`src/rtl/weight_preload_dma.sv`:
```
// rtl/weight_preload_dma.sv - Burst sequencer that preloads weight words from external memory into the weight buffer.
module weight_preload_dma #(
    parameter int                    ADDR_W     = 16,
    parameter int                    BUF_ADDR_W = 16,
    parameter int                    DATA_W     = 128,
    parameter int                    EXT_ADDR_W = 32,
    parameter logic [EXT_ADDR_W-1:0] EXT_BASE   = '0,
    parameter int                    MAX_BURST  = 16
) (
    input  logic                  clk,
    input  logic                  rst_n,
    input  logic                  preload_req,
    input  logic [ADDR_W-1:0]     preload_base,
    input  logic [16:0]           preload_count,
    output logic                  preload_done,
    output logic                  rd_req_valid,
    input  logic                  rd_req_ready,
    output logic [EXT_ADDR_W-1:0] rd_req_addr,
    output logic [7:0]            rd_req_len,
    input  logic                  rd_data_valid,
    output logic                  rd_data_ready,
    input  logic [DATA_W-1:0]     rd_data,
    input  logic                  rd_data_last,
    output logic                  buf_we,
    output logic [BUF_ADDR_W-1:0] buf_waddr,
    output logic [DATA_W-1:0]     buf_wdata,
    output logic                  busy,
    output logic                  err
);
    typedef enum logic [2:0] {S_IDLE, S_REQ, S_DATA, S_FLUSH, S_DONE, S_WREL} state_t;

    localparam logic [EXT_ADDR_W-1:0] BYTES = EXT_ADDR_W'(DATA_W / 8);

    state_t            state, state_nx;
    logic [ADDR_W-1:0] base_q;
    logic [16:0]       count_q;
    logic [16:0]       issued_q;
    logic [16:0]       written_q;
    logic [8:0]        beats_left_q;
    logic [16:0]       remaining;
    logic [16:0]       burst;
    logic              beat_ok;
    logic              final_beat;

    // issued_q advances at the request handshake, so remaining already excludes the burst in flight
    assign remaining  = count_q - issued_q;
    assign burst      = (remaining > 17'(MAX_BURST)) ? 17'(MAX_BURST) : remaining;
    assign beat_ok    = (state == S_DATA) && rd_data_valid;
    assign final_beat = (beats_left_q == 9'd1);
    assign busy       = (state != S_IDLE);

    assign rd_req_addr = (state == S_REQ)
                       ? EXT_BASE + (EXT_ADDR_W'(base_q) + EXT_ADDR_W'(issued_q)) * BYTES
                       : '0;
    assign rd_req_len  = (state == S_REQ) ? 8'(burst - 17'd1) : 8'd0;

    always_ff @(posedge clk or negedge rst_n) begin
        if (!rst_n) begin
            state <= S_IDLE;
        end else begin
            state <= state_nx;
        end
    end

    always_comb begin
        state_nx      = state;
        rd_req_valid  = 1'b0;
        rd_data_ready = 1'b0;
        preload_done  = 1'b0;
        case (state)
            S_IDLE: begin
                if (preload_req) begin
                    state_nx = (preload_count == 17'd0) ? S_DONE : S_REQ;
                end
            end
            S_REQ: begin
                rd_req_valid = 1'b1;
                if (rd_req_ready) begin
                    state_nx = S_DATA;
                end
            end
            S_DATA: begin
                rd_data_ready = 1'b1;
                if (rd_data_valid && final_beat) begin
                    state_nx = (remaining == 17'd0) ? S_FLUSH : S_REQ;
                end
            end
            S_FLUSH: state_nx = S_DONE;
            S_DONE: begin
                preload_done = 1'b1;
                state_nx     = S_WREL;
            end
            S_WREL: begin
                if (!preload_req) begin
                    state_nx = S_IDLE;
                end
            end
            default: state_nx = S_IDLE;
        endcase
    end

    always_ff @(posedge clk or negedge rst_n) begin
        if (!rst_n) begin
            base_q       <= '0;
            count_q      <= '0;
            issued_q     <= '0;
            written_q    <= '0;
            beats_left_q <= '0;
            buf_we       <= 1'b0;
            buf_waddr    <= '0;
            buf_wdata    <= '0;
            err          <= 1'b0;
        end else begin
            buf_we <= beat_ok;
            if (state == S_IDLE && preload_req) begin
                base_q    <= preload_base;
                count_q   <= preload_count;
                issued_q  <= '0;
                written_q <= '0;
                err       <= 1'b0;
            end
            if (state == S_REQ && rd_req_ready) begin
                issued_q     <= issued_q + burst;
                beats_left_q <= 9'(burst);
            end
            // Burst length is tracked by our own counter; rd_data_last is only cross-checked
            if (beat_ok) begin
                buf_wdata    <= rd_data;
                buf_waddr    <= BUF_ADDR_W'(EXT_ADDR_W'(base_q) + EXT_ADDR_W'(written_q));
                written_q    <= written_q + 17'd1;
                beats_left_q <= beats_left_q - 9'd1;
                if (rd_data_last != final_beat) begin
                    err <= 1'b1;
                end
            end
        end
    end
endmodule

```
`config.mk`:
```
export PLATFORM = sky130hd
export DESIGN_NAME = weight_preload_dma
export DESIGN_NICKNAME = d
export VERILOG_FILES = /design/src/rtl/weight_preload_dma.sv
export SDC_FILE = /design/constraint.sdc
export NUM_CORES = 1
export LEC_CHECK = 0
export ABC_AREA = 1
export CAP_MARGIN = 20
export CORE_AREA = 2 2 164 166
export DETAILED_ROUTE_END_ITERATION = 16
export DIE_AREA = 0 0 166 168
export HOLD_SLACK_MARGIN = 0.12
export PLACE_DENSITY = 0.8
export RECOVER_POWER = 25
export REMOVE_ABC_BUFFERS = 1
export SKIP_LAST_GASP = 1
export SLEW_MARGIN = 15
export SYNTH_ARGS = -nofsm -noshare
export SYNTH_HDL_FRONTEND = slang
export SYNTH_SLANG_ARGS = --single-unit
```
`constraint.sdc`:
```
create_clock -name clk -period 5 [get_ports clk]
set_input_delay 0.75 -clock clk [delete_from_list [all_inputs] [get_ports clk]]
set_output_delay 0.75 -clock clk [all_outputs]
set_load 0.05 [all_outputs]
```
==> out/metrics.yaml <==
status: "complete, but fails checks"
violations: "max-capacitance violations, max-slew violations"
cts_buffers: 25
antenna_found_initial: 10
vias: 12100
finalPower_mw: 12.5
layout_setup_ws_ns: 0.217
p_per_area_nw_per_um2: 739
routedWlPerCell_um: 17.4
final_nets: 2220
netlist_area_um2: 12300
synth.top_cell.area_share_pct: 45.6
synth-seq-cells: 224
vias_per_cell: 5.17
setup_viol: 0
cts_tree: "built"
p_comb_share_pct: 61.1
p_int_mw: 6.01
p_sw_mw: 6.45
fmax_mhz: 209
synth_top_cell_by_area: "dfrtp_1"
crit_required_ns: 4.25
tns_ns: 0
maxCapViolCount: 1
cts-root-buf: "clkbuf_16"
htree_levels: 1
wl_um: 40800
layout_commonest_cell: "nand2_1"
dr.first_iter.drc_count: 973
cp.arrival_ns: 4.03
initial_utilization_pct: 46.7
dieWidth_um: 166
yosysWarnings: 0
end_kind: "output port"
holdBufCountCts: 0
gp_congestion: 0.968
dpl_worst_slack_ns: 0.324
clkTransAtPathRegs_ns: 0.06
dieArea_um2: 27900
cts.path.max_buffers: 3
drc: 0
place_hpwl_um: 31000
hold_class: "flip-flop to flip-flop"
ys_seq_area_share_pct: 45.6
port_buffers: 342
fin_cells: 2347
p_leak_nw: 8.65
area_growth_syn_to_layout_pct: 37.0
path_class: "flip-flop to output port"
seqPwrFrac_pct: 24.7
crit_fanout: 7
drive_gt1_share_pct: 4.16
finalHoldViolations: 0
ys.flop_type: "dfrtp_1"
min_period_ns: 4.78
grt_max_degree: 103
start_kind: "flip-flop"
register_area_um2: 5610
async_reset_ff_share_pct: 100
drv_slew: 103
clock_sinks: 224
io_pins: 357
tightest_slew_ns: 2.58
place_inst: 2296
multi_input_area_um2: 5910
period_share_pct: 95.7
ys_top_cells_by_area: "dfrtp_1 46%, nand2_1 22%, ha_1 6.6%"
max_slew_margin_pct: -72.1
switching_share_pct: 51.8
netlist-cell-type-count: 46
row_count: 60
core_um2: 26400
rsz0062_at_grt: "true"
gr-usage-all-layers_pct: 28.7
overflow: 0
peakVddDrop_v: 0.000573
fill_cells: 2280
clock_latency_ns: 0.53
clock_power_share_pct: 14.2
die_h_um: 168
syn_inst: 1639
layout_common_cells: "712 x nand2_1, 334 x clkdlybuf4s50_1, 223 x dfrtp_1"
post_synth.cell_area_avg_um2: 7.50
ant_nets: 0
first_pass_iters: 6
fin_util_pct: 63.9
finalClockSkew_ns: 0.00851
grt_pass1_vias: 12000
synth_edf_count: 0
grt_pass1_wl_um: 64200
[stage by stage]
step / instance area (µm²) / hold slack (ns)
after floorplan: 12100 / 0.447
after global placement: 16000 / 0.452
after detailed placement: 16000 / 0.457
after CTS: 16800 / 0.273
after global routing: 16800 / 0.490
final: 16800 / 0.468
[kinds of logic (layout without fill, tap and decap cells)]
kind of cell	Yosys count	count (layout)	share of synthesized area [%]
and+or+nand+nor	902	902	29.1
DFF	224	224	45.6
buffers and inverters	222	557	7.27
AOI/OAI and AO/OA	196	196	8.86
adders and majority gates	69	69	7.26
xor gates and xnor gates	22	22	1.69
muxes	3	3	0.244
other	1	33	0.0305
[state kept, by name (all words and copies together), names as in the netlist]
name and cells:
written_q 16, base_q 16, buf_wdata 128, state 3
count_q 17, buf_waddr 16, beats_left_q 9, buf_we 1
issued_q 17, err 1
[power by group through the flow]
stage | registers (mW) | clock network, mW | logic [mW]
4_1_cts | 3.07 | 1.79 | 7.60
3_5_place_dp | 3.09 | 0 | 7.56
6_report | 3.08 | 1.77 | 7.62
3_3_place_gp | 3.06 | 0 | 7.46
5_1_grt | 3.16 | 1.86 | 8.25
2_1_floorplan | 4.85 | 0 | 3.30
[layer usage]
metal / vias to the layer above / GRT usage (%) / routed length, µm
met4: 2 / 10.9 / 1500
met2: 467 / 50.0 / 20200
met5: - / 0 / 13
met1: 5711 / 35.6 / 16200
li1: 5862 / - / -
met3: 89 / 5.29 / 2900
[repair_timing]
action,CTS,global route
pin swaps,0,2
setup endpoints to repair,2,10
setup buffers,0,2
resized for setup,2,9
[path summary, 6_finish.rpt]
check	startpoint	end	slack (ns)	cells after the start
min in group asynchronous	rst_n	state[0]	0.97	1
max in group asynchronous	rst_n	issued_q[0]	1.83	2
worst max register to register	issued_q[2]	issued_q[16]	0.41	29
worst max-delay path	issued_q[2]	rd_req_len[4]	0.22	20
worst min register to register	buf_wdata[23]	buf_wdata[23]	0.47	2
worst min-delay path	buf_wdata[23]	buf_wdata[23]	0.47	2
[critical path, cell delays in order (launching register included)]
cell	delay, ns
dfrtp_1	0.40
inv_1	0.09
ha_1	0.38
or2_0	0.25
nand3_1	0.14
nand2_1	0.12
nand2_1	0.12
nand2_1	0.06
nand2_1	0.09
nand3_1	0.08
nor2_1	0.16
nand2_1	0.13
nor2_4	0.18
inv_2	0.11
nor2_4	0.14
inv_1	0.10
ha_1	0.23
nand3_1	0.11
o21ai_0	0.08
a21oi_1	0.28
buf_4	0.26
[cell type report]
cell class	instances	area share (%)
sequential	224	33.3
antenna	9	0.134
inverter	161	3.60
clock buffer	31	4.08
timing repair buffer	356	20.9
tap	341	2.53
multi-input combinational	1216	35.0
clock inverter	9	0.475
[synth_stat cells (all sizes together) (10+ instances only)]
| library cell | count |
|---|---|
| nand2 | 718 |
| dfrtp | 224 |
| inv | 159 |
| nor2 | 81 |
| a21oi | 76 |
| o21ai | 75 |
| ha | 65 |
| nand3 | 58 |
| clkbuf | 45 |
| nor3 | 20 |
| buf | 16 |
| xor2 | 13 |
| o22ai | 11 |
| nand4 | 10 |
Power figures use the tool's default switching activity.
